[src/rtl/gcd_pkg.sv]
// rtl/gcd_pkg.sv - shared types and defaults for the GCD request sequencer
package gcd_pkg;

  localparam int GCD_WIDTH = 16;

  typedef enum logic [1:0] {
    ST_IDLE  = 2'd0,
    ST_ISSUE = 2'd1,
    ST_WAIT  = 2'd2,
    ST_HOLD  = 2'd3
  } gcd_state_t;

  typedef struct packed {
    logic [GCD_WIDTH-1:0] a;
    logic [GCD_WIDTH-1:0] b;
    logic [GCD_WIDTH-1:0] gcd;
    logic                 timeout;
  } gcd_result_t;

endpackage

[src/rtl/gcd_req_fifo.sv]
// rtl/gcd_req_fifo.sv - operand-pair FIFO with registered count and async active-low reset
module gcd_req_fifo #(
  parameter int WIDTH = 32,
  parameter int DEPTH = 4
) (
  input  logic                     clk,
  input  logic                     rst_n,
  input  logic                     push,
  input  logic [WIDTH-1:0]         wdata,
  input  logic                     pop,
  output logic [WIDTH-1:0]         rdata,
  output logic                     full,
  output logic                     empty,
  output logic [$clog2(DEPTH):0]   count
);

  localparam int AW = $clog2(DEPTH);
  localparam logic [AW:0] FULL_COUNT = (AW+1)'(DEPTH);

  logic [WIDTH-1:0] mem [DEPTH];
  logic [AW-1:0]    wr_ptr;
  logic [AW-1:0]    rd_ptr;
  logic             do_push;
  logic             do_pop;

  assign full    = (count == FULL_COUNT);
  assign empty   = (count == '0);
  assign do_push = push && !full;
  assign do_pop  = pop && !empty;
  assign rdata   = mem[rd_ptr];

  always_ff @(posedge clk) begin
    if (do_push) mem[wr_ptr] <= wdata;
  end

  // Pointers wrap naturally because DEPTH is a power of two.
  always_ff @(posedge clk or negedge rst_n) begin
    if (!rst_n) begin
      wr_ptr <= '0;
      rd_ptr <= '0;
      count  <= '0;
    end else begin
      if (do_push) wr_ptr <= wr_ptr + 1'b1;
      if (do_pop)  rd_ptr <= rd_ptr + 1'b1;
      if (do_push && !do_pop)      count <= count + 1'b1;
      else if (do_pop && !do_push) count <= count - 1'b1;
    end
  end

endmodule

[src/rtl/gcd_request_sequencer.sv]
// rtl/gcd_request_sequencer.sv - buffers operand pairs, drives the GCD start/done handshake, returns results
module gcd_request_sequencer
  import gcd_pkg::*;
#(
  parameter int WIDTH   = GCD_WIDTH,
  parameter int DEPTH   = 4,
  parameter int TIMEOUT = 255
) (
  input  logic             clk,
  input  logic             rst_n,
  input  logic             in_valid,
  output logic             in_ready,
  input  logic [WIDTH-1:0] in_a,
  input  logic [WIDTH-1:0] in_b,
  output logic             out_valid,
  input  logic             out_ready,
  output logic [WIDTH-1:0] out_a,
  output logic [WIDTH-1:0] out_b,
  output logic [WIDTH-1:0] out_gcd,
  output logic             out_timeout,
  output logic             gcd_start,
  output logic [WIDTH-1:0] gcd_a,
  output logic [WIDTH-1:0] gcd_b,
  input  logic             gcd_done,
  input  logic [WIDTH-1:0] gcd_result,
  output logic             busy
);

  localparam int CW = $clog2(TIMEOUT + 1);
  localparam logic [CW-1:0] CNT_LAST = CW'(TIMEOUT - 1);

  gcd_state_t             state_q;
  gcd_state_t             state_d;
  logic [CW-1:0]          cnt_q;
  logic                   pop;
  logic                   capture;
  logic                   timed_out;
  logic [2*WIDTH-1:0]     fifo_rdata;
  logic                   fifo_full;
  logic                   fifo_empty;
  logic [$clog2(DEPTH):0] fifo_count;
  logic [WIDTH-1:0]       head_a;
  logic [WIDTH-1:0]       head_b;

  gcd_req_fifo #(
    .WIDTH (2*WIDTH),
    .DEPTH (DEPTH)
  ) u_fifo (
    .clk   (clk),
    .rst_n (rst_n),
    .push  (in_valid),
    .wdata ({in_a, in_b}),
    .pop   (pop),
    .rdata (fifo_rdata),
    .full  (fifo_full),
    .empty (fifo_empty),
    .count (fifo_count)
  );

  assign {head_a, head_b} = fifo_rdata;
  assign in_ready = !fifo_full;
  assign busy     = (state_q != ST_IDLE) || (fifo_count != '0);

  always_ff @(posedge clk or negedge rst_n) begin
    if (!rst_n) state_q <= ST_IDLE;
    else        state_q <= state_d;
  end

  // Done takes priority over the timeout when both land on the same edge.
  always_comb begin
    state_d   = state_q;
    pop       = 1'b0;
    gcd_start = 1'b0;
    capture   = 1'b0;
    timed_out = 1'b0;
    case (state_q)
      ST_IDLE: begin
        if (!fifo_empty) begin
          pop     = 1'b1;
          state_d = ST_ISSUE;
        end
      end
      ST_ISSUE: begin
        gcd_start = 1'b1;
        state_d   = ST_WAIT;
      end
      ST_WAIT: begin
        if (gcd_done) begin
          capture = 1'b1;
          state_d = ST_HOLD;
        end else if (cnt_q == CNT_LAST) begin
          capture   = 1'b1;
          timed_out = 1'b1;
          state_d   = ST_HOLD;
        end
      end
      ST_HOLD: begin
        if (out_ready) state_d = ST_IDLE;
      end
      default: state_d = ST_IDLE;
    endcase
  end

  always_ff @(posedge clk or negedge rst_n) begin
    if (!rst_n) begin
      gcd_a       <= '0;
      gcd_b       <= '0;
      cnt_q       <= '0;
      out_valid   <= 1'b0;
      out_a       <= '0;
      out_b       <= '0;
      out_gcd     <= '0;
      out_timeout <= 1'b0;
    end else begin
      if (pop) begin
        gcd_a <= head_a;
        gcd_b <= head_b;
        cnt_q <= '0;
      end else if (state_q == ST_WAIT) begin
        cnt_q <= cnt_q + 1'b1;
      end
      if (capture) begin
        out_a       <= gcd_a;
        out_b       <= gcd_b;
        out_gcd     <= timed_out ? '0 : gcd_result;
        out_timeout <= timed_out;
        out_valid   <= 1'b1;
      end else if (state_q == ST_HOLD && out_ready) begin
        out_valid <= 1'b0;
      end
    end
  end

endmodule
[config.mk]
export PLATFORM = sky130hd
export DESIGN_NAME = gcd_request_sequencer
export DESIGN_NICKNAME = d
export VERILOG_FILES = /design/src/rtl/gcd_pkg.sv /design/src/rtl/gcd_req_fifo.sv /design/src/rtl/gcd_request_sequencer.sv
export SDC_FILE = /design/constraint.sdc
export NUM_CORES = 1
export LEC_CHECK = 0
export BUFFER_PORTS_ARGS = -buffer_cell sky130_fd_sc_hd__buf_2
export CORE_MARGIN = 2
export CORE_UTILIZATION = 45
export CTS_BUF_LIST = sky130_fd_sc_hd__clkbuf_4
export CTS_CLUSTER_SIZE = 14
export DETAILED_ROUTE_END_ITERATION = 8
export PLACE_DENSITY = 0.66
export REMOVE_ABC_BUFFERS = 1
export SETUP_SLACK_MARGIN = 0.2
export SYNTH_ARGS = -nofsm -noshare
export SYNTH_HDL_FRONTEND = slang
export SYNTH_HIERARCHICAL = 1
export SYNTH_SLANG_ARGS = --single-unit
[constraint.sdc]
create_clock -name clk -period 3.1 [get_ports clk]
set_clock_uncertainty 0.15 [all_clocks]
set_input_delay 0.62 -clock clk [delete_from_list [all_inputs] [get_ports clk]]
set_output_delay 0.62 -clock clk [all_outputs]
set_load 0.01 [all_outputs]
==> flow_summary.yaml <==
grt:
  antenna_found_initial: 0
  grt_max_degree: 63
  grt_pass1_vias: 4994
  grt_overflow: 0
  grt_use_total_pct: 16.57
  grt_pass1_wl_mm: 26.34
finish:
  final_nets: 731
  fin_util_pct: 56.15
  antenna_cells: 0
  mostFrequentLayoutCells: "135 x buf_2, 128 x edfxtp_1, 97 x dfrtp_1, 77 x clkbuf_4, 34 x mux2_2"
  seqCellArea_um2: 6324
  final_common_cell: "buf_2"
  fillCellCount: 1588
  multi_input_area_um2: 2325
  drive_gt1_share_pct: 48.73
  synthToLayoutAreaGrowth_pct: 23.17
clock_network:
  htree_levels: 2
  clkTransAtPathRegs_ns: 0.06
  root_buffer: "clkbuf_4"
  clk-insertion-delay-late_ns: 0.65
  clock-sinks: 227
  clk_path_buf_depth: 3
  tritoncts: "built"
  tritoncts.num_buffers: 56
sta:
  min_period_over_period_pct: 85.91
  fin_crit_ns: 2.663
  worst_slew_margin_rel_pct: 37.64
  rsz0062_at_grt: "false"
  drv_slew: 0
  fmax_ghz: 0.3755
  hold_viol_final: 0
  setup_viol: 0
  worst_slew_pin_slew_ns: 0.9319
worst_setup_path:
  regToRegSetupSlack_ns: 0.60
  worstSetupPathType: "reg2out"
  cp_cell_sequence: "inv_2 > ha_4 > or4b_4 > buf_6"
  cp.arrival_ns: 1.89
  cp_slowest_stage_delay_ns: 0.46
  worst_path_max_delay_cell: "or4b_4"
  crit_required_ns: 2.33
  crit_family: "simple AND/OR/NAND/NOR gates"
  cp-endpoint: "busy"
  start_kind: "flop"
  rr_endpoint: "u_fifo/count[2]"
  r2r-start: "u_fifo/count[0]"
  path_buf_inv: 2
  worstPathMaxFanout: 4
  reg2reg_depth: 10
  cp_num_cells: 4
  end_kind: "output port"
  crit_start: "state_q[1]"
floorplanning:
  start_util_pct: 45.59
  fp.dieW_um: 144.2
  placementRows: 51
  core_um2: 19400
  die_h_um: 144.2
  die_area_um2: 20790
  ios: 138
logic_synthesis:
  synth-edff-count: 128
  synth_cells: 445
  ys_warn_count: 6
  syn_area_per_cell_um2: 19.87
  synthArstFlopShare_pct: 43.61
  synth_flop_cell: "edfxtp_1"
  synth_cell_types: 35
  synth_area_um2: 8843
  ys_seq_area_share_pct: 71.48
  ys_seq_elements: 227
route:
  drtPass1Iterations: 4
  wirelength_mm: 16.89
  drc_errors: 0
  antenna_left: 0
  drtIter0Drc: 192
  wl_per_cell_um: 17.32
  via_count: 4789
  viasPerCell: 4.912
placed_design:
  dp_hpwl_mm: 10.71
  io_buffers: 137
  gp_congestion: 0.7144
worst_hold_path:
  hp-class: "in2reg"
job:
  maxCapViolations: 0
pwr:
  p_total_mw: 10.82
  leakagePower_nw: 4.577
  p_per_area_nw_per_um2: 993.2
  irDropWorstVdd_uv: 467.1
run_status:
  status: "finished clean"
==> area by class of cell <==
cell class / instances / area share, %
Tap cell: 265 / 3.044
Clock inverter: 26 / 1.218
Sequential cell: 227 / 58.05
Multi-Input combinational cell: 186 / 21.34
Inverter: 10 / 0.3446
Clock buffer: 77 / 5.307
Timing Repair Buffer: 184 / 10.69
==> flip-flops by register name, summed over array words and instances, names as in the netlist <==
signal / flops
u_fifo/wr_ptr: 2
gcd_a: 16
state_q: 2
u_fifo/mem: 128
cnt_q: 8
gcd_b: 16
out_valid: 1
out_a: 16
out_b: 16
out_timeout: 1
u_fifo/count: 3
u_fifo/rd_ptr: 2
out_gcd: 16
==> worst min path at each step <==
stage	startpoint	endpoint	slack, ns	cells past startpoint
2_1_floorplan	rst_n	cnt_q[0]	0.17	0
3_3_place_gp	out_valid	out_valid	0.31	2
3_5_place_dp	out_valid	out_valid	0.31	2
4_1_cts	gcd_result[9]	out_gcd[9]	0.002	2
5_1_grt	gcd_result[2]	out_gcd[2]	0.01	2
6_report	gcd_result[7]	out_gcd[7]	0.06	2
==> cells in the mapped netlist, types with 2 or more instances <==
cell type  instances  area, um^2
or3_1              3       18.77
mux2_2            34       382.9
a22oi_1            2       15.01
nor2_1             9       33.78
mux4_1             4       105.1
o21ai_0            3       15.01
nand4_1            2       12.51
inv_1             10       37.54
and2_1             5       31.28
ha_1              12       150.1
xor2_1             5       43.79
buf_6              7       78.83
a21oi_1            3       15.01
buf_12             3       60.06
edfxtp_1         128        3844
a22o_1            16       140.1
buf_2              7       35.03
xnor2_1            6       52.55
mux2_4            33       495.5
nand2_1            6       22.52
nand3_1            4       20.02
dfrtp_1           99        2477
clkbuf_1           4       15.01
nor2b_1            2       12.51
mux4_2            28       630.6
==> layer usage <==
| layer | vias to the layer above | track usage, % | share of wire [%] |
|---|---|---|---|
| li1 | 2183 | - | - |
| met1 | 2423 | 22.01 | 45 |
| met2 | 160 | 26.27 | 47 |
| met3 | 23 | 5.000 | 7.1 |
| met4 | 0 | 5.723 | 1.5 |
| met5 | - | 0 | 0 |
==> where the power goes <==
part / switching [mW] / internal, mW
Sequential: 0.632 / 4.21
Clock: 1.14 / 1.24
Combinational: 1.61 / 1.98
==> kinds of logic (layout without fill, tap and decap cells) <==
kind of cell | after synthesis | after routing | synth area share (%)
simple gates | 37 | 37 | 2.306
xor+xnor | 11 | 11 | 1.089
buf+inv | 32 | 297 | 2.646
flops | 227 | 227 | 71.48
compound gates | 25 | 25 | 2.193
fa+ha+maj | 13 | 13 | 1.924
mux | 100 | 100 | 18.36
==> metrics by stage <==
step                      instance area, um^2  std cells  worst slack, ns  TNS [ns]  hold WS (ns)
after detailed placement                 9817        837           0.4931         0        0.3126
final                                   10890        975           0.4367         0       0.05944
after global routing                    10890        975           0.3244         0       0.01094
after CTS                               10860        972           0.2059         0      0.002353
after floorplan                          8647        423          -0.9030    -4.045        0.1744
after global placement                   9817        837           0.5829         0        0.3140
==> repair_timing <==
item	in CTS	in global routing
hold buffers	30	2
gates resized for setup	4	2
endpoints found under the hold margin	125	2
setup buffers	2	1
cloned	0	0
setup endpoints to repair	1	1
Power figures use the tool's default switching activity.
